File: src/rtl/mips_pkg.sv
// Shared encodings for the multicycle MIPS control path: opcodes, FSM states
// and the datapath select/operation codes driven by the controller.
`default_nettype none

package mips_pkg;

  localparam logic [5:0] OP_RTYPE = 6'b000000;
  localparam logic [5:0] OP_LW    = 6'b100011;
  localparam logic [5:0] OP_SW    = 6'b101011;
  localparam logic [5:0] OP_BEQ   = 6'b000100;
  localparam logic [5:0] OP_BNE   = 6'b000101;
  localparam logic [5:0] OP_ADDI  = 6'b001000;
  localparam logic [5:0] OP_J     = 6'b000010;

  typedef enum logic [3:0] {
    ST_FETCH   = 4'd0,
    ST_DECODE  = 4'd1,
    ST_MEMADR  = 4'd2,
    ST_MEMRD   = 4'd3,
    ST_MEMWB   = 4'd4,
    ST_MEMWR   = 4'd5,
    ST_EXEC    = 4'd6,
    ST_RTYPEWB = 4'd7,
    ST_BRANCH  = 4'd8,
    ST_ADDIEX  = 4'd9,
    ST_ADDIWB  = 4'd10,
    ST_JUMP    = 4'd11,
    ST_ERROR   = 4'd12
  } state_t;

  localparam logic [1:0] ALU_ADD   = 2'b00;
  localparam logic [1:0] ALU_SUB   = 2'b01;
  localparam logic [1:0] ALU_FUNCT = 2'b10;

  localparam logic [1:0] SRCB_RT      = 2'b00;
  localparam logic [1:0] SRCB_FOUR    = 2'b01;
  localparam logic [1:0] SRCB_IMM     = 2'b10;
  localparam logic [1:0] SRCB_IMM_SH2 = 2'b11;

  localparam logic [1:0] PCSRC_ALU    = 2'b00;
  localparam logic [1:0] PCSRC_ALUOUT = 2'b01;
  localparam logic [1:0] PCSRC_JUMP   = 2'b10;

  localparam logic [1:0] NE_BEQ = 2'b00;
  localparam logic [1:0] NE_BNE = 2'b01;

  // States that wait on the memory handshake and are guarded by the timeout.
  function automatic logic is_wait_state(input state_t s);
    return (s == ST_FETCH) || (s == ST_MEMRD) || (s == ST_MEMWR);
  endfunction

endpackage

`default_nettype wire

File: src/rtl/wait_timer.sv
// Saturating count of consecutive memory-wait cycles; expired flags the last
// allowed wait cycle. WAIT_LIMIT of 0 disables expiry entirely.
`default_nettype none

module wait_timer #(
  parameter int WAIT_LIMIT = 8
) (
  input  logic clk,
  input  logic reset,
  input  logic clear,
  input  logic inc,
  output logic expired
);

  localparam int CW = (WAIT_LIMIT > 0) ? $clog2(WAIT_LIMIT + 1) : 1;
  localparam logic [CW-1:0] LIMIT = CW'(WAIT_LIMIT);
  localparam logic [CW-1:0] LAST  = CW'(WAIT_LIMIT - 1);
  localparam logic ENABLED = (WAIT_LIMIT > 0);

  logic [CW-1:0] count;

  // Saturates at LIMIT so a long stall can never wrap back below LAST.
  always_ff @(posedge clk) begin
    if (!reset || clear) begin
      count <= '0;
    end else if (inc && (count != LIMIT)) begin
      count <= count + 1'b1;
    end
  end

  assign expired = ENABLED && (count == LAST);

endmodule

`default_nettype wire

File: src/rtl/multicycle_control.sv
// Moore control FSM for a multicycle MIPS datapath with a memory-wait timeout
// that traps into a sticky ERROR state.
`default_nettype none

module multicycle_control
  import mips_pkg::*;
#(
  parameter int WAIT_LIMIT = 8
) (
  input  logic       clk,
  input  logic       reset,
  input  logic [5:0] opcode,
  input  logic       mem_ready,
  output logic       pc_write,
  output logic       pc_write_cond,
  output logic       i_or_d,
  output logic       mem_read,
  output logic       mem_write,
  output logic       ir_write,
  output logic       mem_to_reg,
  output logic       reg_write,
  output logic       reg_dst,
  output logic       alu_src_a,
  output logic [1:0] alu_src_b,
  output logic [1:0] alu_op,
  output logic [1:0] pc_source,
  output logic [1:0] ne,
  output logic       err
);

  state_t state;
  state_t next_state;
  logic   stalled;
  logic   timer_expired;

  assign stalled = is_wait_state(state) && !mem_ready;

  // Clearing whenever not stalled guarantees a zero count on wait-state entry.
  wait_timer #(
    .WAIT_LIMIT(WAIT_LIMIT)
  ) u_wait_timer (
    .clk     (clk),
    .reset   (reset),
    .clear   (!stalled),
    .inc     (stalled),
    .expired (timer_expired)
  );

  always_ff @(posedge clk) begin
    if (!reset) begin
      state <= ST_FETCH;
    end else begin
      state <= next_state;
    end
  end

  always_comb begin
    next_state = state;
    case (state)
      ST_FETCH, ST_MEMRD, ST_MEMWR: begin
        if (mem_ready) begin
          case (state)
            ST_FETCH: next_state = ST_DECODE;
            ST_MEMRD: next_state = ST_MEMWB;
            default:  next_state = ST_FETCH;
          endcase
        end else if (timer_expired) begin
          next_state = ST_ERROR;
        end
      end
      ST_DECODE: begin
        case (opcode)
          OP_RTYPE:      next_state = ST_EXEC;
          OP_LW, OP_SW:  next_state = ST_MEMADR;
          OP_BEQ, OP_BNE: next_state = ST_BRANCH;
          OP_ADDI:       next_state = ST_ADDIEX;
          OP_J:          next_state = ST_JUMP;
          default:       next_state = ST_ERROR;
        endcase
      end
      ST_MEMADR:  next_state = (opcode == OP_SW) ? ST_MEMWR : ST_MEMRD;
      ST_MEMWB:   next_state = ST_FETCH;
      ST_EXEC:    next_state = ST_RTYPEWB;
      ST_RTYPEWB: next_state = ST_FETCH;
      ST_BRANCH:  next_state = ST_FETCH;
      ST_ADDIEX:  next_state = ST_ADDIWB;
      ST_ADDIWB:  next_state = ST_FETCH;
      ST_JUMP:    next_state = ST_FETCH;
      ST_ERROR:   next_state = ST_ERROR;
      default:    next_state = ST_ERROR;
    endcase
  end

  always_comb begin
    pc_write      = 1'b0;
    pc_write_cond = 1'b0;
    i_or_d        = 1'b0;
    mem_read      = 1'b0;
    mem_write     = 1'b0;
    ir_write      = 1'b0;
    mem_to_reg    = 1'b0;
    reg_write     = 1'b0;
    reg_dst       = 1'b0;
    alu_src_a     = 1'b0;
    alu_src_b     = SRCB_RT;
    alu_op        = ALU_ADD;
    pc_source     = PCSRC_ALU;
    ne            = NE_BEQ;
    err           = 1'b0;
    // Outputs are held at zero for as long as reset is asserted.
    if (reset) begin
      case (state)
        ST_FETCH: begin
          mem_read  = 1'b1;
          alu_src_b = SRCB_FOUR;
          ir_write  = mem_ready;
          pc_write  = mem_ready;
        end
        ST_DECODE: alu_src_b = SRCB_IMM_SH2;
        ST_MEMADR: begin
          alu_src_a = 1'b1;
          alu_src_b = SRCB_IMM;
        end
        ST_MEMRD: begin
          mem_read = 1'b1;
          i_or_d   = 1'b1;
        end
        ST_MEMWB: begin
          reg_write  = 1'b1;
          mem_to_reg = 1'b1;
        end
        ST_MEMWR: begin
          mem_write = 1'b1;
          i_or_d    = 1'b1;
        end
        ST_EXEC: begin
          alu_src_a = 1'b1;
          alu_op    = ALU_FUNCT;
        end
        ST_RTYPEWB: begin
          reg_write = 1'b1;
          reg_dst   = 1'b1;
        end
        ST_BRANCH: begin
          alu_src_a     = 1'b1;
          alu_op        = ALU_SUB;
          pc_write_cond = 1'b1;
          pc_source     = PCSRC_ALUOUT;
          ne            = {1'b0, opcode[0]};
        end
        ST_ADDIEX: begin
          alu_src_a = 1'b1;
          alu_src_b = SRCB_IMM;
        end
        ST_ADDIWB: reg_write = 1'b1;
        ST_JUMP: begin
          pc_write  = 1'b1;
          pc_source = PCSRC_JUMP;
        end
        ST_ERROR: err = 1'b1;
        default: err = 1'b1;
      endcase
    end
  end

endmodule

`default_nettype wire

File: config.mk
export PLATFORM = sky130hd
export DESIGN_NAME = multicycle_control
export DESIGN_NICKNAME = d
export VERILOG_FILES = /design/src/rtl/mips_pkg.sv /design/src/rtl/wait_timer.sv /design/src/rtl/multicycle_control.sv
export SDC_FILE = /design/constraint.sdc
export NUM_CORES = 1
export LEC_CHECK = 0
export CORE_UTILIZATION = 49
export DETAILED_ROUTE_END_ITERATION = 8
export PLACE_DENSITY = 0.84
export SKIP_CTS_REPAIR_TIMING = 1
export SLEW_MARGIN = 10
export SYNTH_ARGS = -nofsm -noshare
export SYNTH_HDL_FRONTEND = slang
export SYNTH_HIERARCHICAL = 1
export SYNTH_SLANG_ARGS = --single-unit
export TNS_END_PERCENT = 50
File: constraint.sdc
create_clock -name clk -period 3.8 [get_ports clk]
set_input_delay 0.76 -clock clk [delete_from_list [all_inputs] [get_ports clk]]
set_output_delay 0.76 -clock clk [all_outputs]
set_load 0.01 [all_outputs]
==> run summary <==
Skew-Pair Late Insertion Delay: 0.25 ns
Post-synth top cells: 9 x nor2_1, 8 x dfxtp_1, 7 x a21oi_1, 7 x nand2_1
pins over their slew limit: 0
arrival time at the worst endpoint: 2.50 ns
status: finished clean
syn_nets: 128
Hold WC Path Type: flip-flop to flip-flop
drt drc: 0
post-layout min period: 3.26 ns
Die Height: 44.4 µm
CTS tree: done
hpwl dp: 1590 µm
post-synthesis mux area share: 0%
dominant cell type by area after synthesis: dfxtp_1
core area: 1590 µm²
Filler cells: 142
Avg Cell Area, Syn: 7.54 µm²
via count: 909
total I/O pin count: 28
Clock Pin Slew Worst Setup and Hold Paths: 0.05 ns
worst-margin pin slew: 0.638 ns
crit path kind: primary input to primary output
Synth Register Bits: 8
Max Root-Sink Buffers: 2
Final Net Count: 148
Simple-Gate Fraction of Synth Area: 43.5%
drt first-iter violations: 10
setup_tns: 0 ns
DR WL/cell: 13.3 µm
FMAX: 306 MHz
final RePlAce weighted congestion: 0.801
H-tree levels: 1
GRT Residual Overflow: 0
DP Area: 1120 µm²
Critical Path RT: 3.04 ns
Max-Cap Viols: 0
first-pass GRT wire length: 3500 µm
number of synthesized flops with an enable pin: 0
crit start category: primary input
number of distinct library cells after synthesis: 48
Site Rows: 14
main area contributors after synthesis: dfxtp_1 18%, nand2b_1 4.3%, a21oi_1 4.0%
final WL: 2120 µm
Total GRT Usage: 23.5%
crit end category: primary output
count leader, synth: nor2_1
top_reg_cell synth: dfxtp_1
number of routed nets with antenna violations: 0
full die area: 1970 µm²
# clock sinks: 8
clk_skew: 0.00535 ns
Post-synth ARST share: 0%
layout cells sized above 1: 9.63%
CP max FO: 15
final setup violation count: 0
post-route cell area: 1140 µm²
Fin. Hold Viols: 0
Post-Synth XOR/XNOR Area: 3.97%
unrepaired setup endpoints after global routing: false
initial antenna violation count: 0
initial core utilization: 55.3%
YS warnings: 6
vias in the first global route: 828
sequential fraction of the synthesis area: 18.2%
Area Growth Syn to Fin: 29.2%
Mapped Cells: 117
Yosys top cell area share: 18.2%
Peak VDD IR: 367 µV
CTS buffer count: 3
Post-Syn Area: 882 µm²
die width: 44.4 µm
Diodes inserted: 0
Final Cycle Share: 85.9%
Slew HR: 57.4%
Root Driver: clkbuf_4
leak pwr: 0.387 nW
Power Density: 346 nW/µm²
via/cell ratio: 5.72
Compound-Gate Fraction of Synth Area: 23.5%
Detailed Routing Iterations Pass 1: 4
pin count of the biggest net entering global routing: 20
largest family of logic cells by synthesized area: simple AND/OR/NAND/NOR gates
Synth Area in Adders: 2.84%
number of port buffers: 26
==> final cells by class <==
class                      instances  area, µm²  share of cell area [%]
timing repair buffer              26        260                    22.8
tap                               24       30.0                    2.63
inverter                           3       11.3                   0.988
sequential                         8        160                    14.1
clock buffer                       3       22.5                    1.98
multi-input combinational         95        656                    57.5
==> critical path, cell delays in order <==
cell and delay [ns]:
clkdlybuf4s50_1 0.74, nand3_1 0.12, nor2_1 0.21, and2_1 0.15, clkdlybuf4s50_1 0.52
==> sequential cells by signal, summed over array words and instances, names as in the netlist <==
| signal | flops |
|---|---|
| state | 4 |
| u_wait_timer/count | 4 |
==> metal layers <==
| metal | GRT usage, % | vias to the layer above | part of all wire (%) |
|---|---|---|---|
| met5 | 0 | - | 0 |
| met4 | 2.42 | 0 | 0 |
| met3 | 8.57 | 0 | 4.2 |
| met2 | 40.0 | 20 | 49 |
| met1 | 29.2 | 420 | 46 |
| li1 | - | 469 | - |
==> path summary, 6_finish.rpt <==
check	slack [ns]	from	cells after the start	end
worst min register to register	0.52	u_wait_timer/count[2]$_SDFFE_PP0P_	2	u_wait_timer/count[2]$_SDFFE_PP0P_
worst max-delay path	0.54	reset	5	ne[0]
worst min-delay path	0.52	u_wait_timer/count[2]$_SDFFE_PP0P_	2	u_wait_timer/count[2]$_SDFFE_PP0P_
worst max register to register	1.79	state[1]$_SDFFE_PN0P_	6	u_wait_timer/count[3]$_SDFFE_PP0P_
==> cell usage in the layout (no fill, tap or decap), drive strengths merged, types with 3 or more instances in the layout <==
master / Yosys / routed
clkdlybuf4s50: 0 / 26
nor2: 9 / 9
dfxtp: 8 / 8
a21oi: 8 / 8
nand2: 7 / 7
nor3: 6 / 6
nand3: 6 / 6
nand2b: 6 / 6
nor2b: 5 / 5
xnor2: 3 / 3
inv: 3 / 3
clkbuf: 6 / 3
or4b: 3 / 3
==> metrics by stage <==
step                power, mW  setup WS, ns  hold WS (ns)  cells  utilization, %
floorplan               0.259          1.59         0.470    117               -
global placement        0.325         0.550         0.492    156            70.1
detailed placement      0.331         0.507         0.512    156            70.1
CTS                     0.396         0.510         0.519    159            71.5
global route            0.426         0.388         0.553    159            71.5
finish                  0.395         0.537         0.516    159            71.5
==> cell families (layout without fill, tap and decap cells) <==
family | count (synthesis) | after routing
compound gates | 26 | 26
xor+xnor | 4 | 4
fa+ha+maj | 2 | 2
buf+inv | 14 | 32
flops | 8 | 8
other cells | 1 | 1
simple gates | 62 | 62
==> report_power, final <==
part / internal (mW) / switching [mW]
sequential: 0.0943 / 0.0405
clock: 0.0361 / 0.0280
combinational: 0.104 / 0.0923
total: 0.234 / 0.161
No activity file was read; power rests on OpenSTA's default activity.
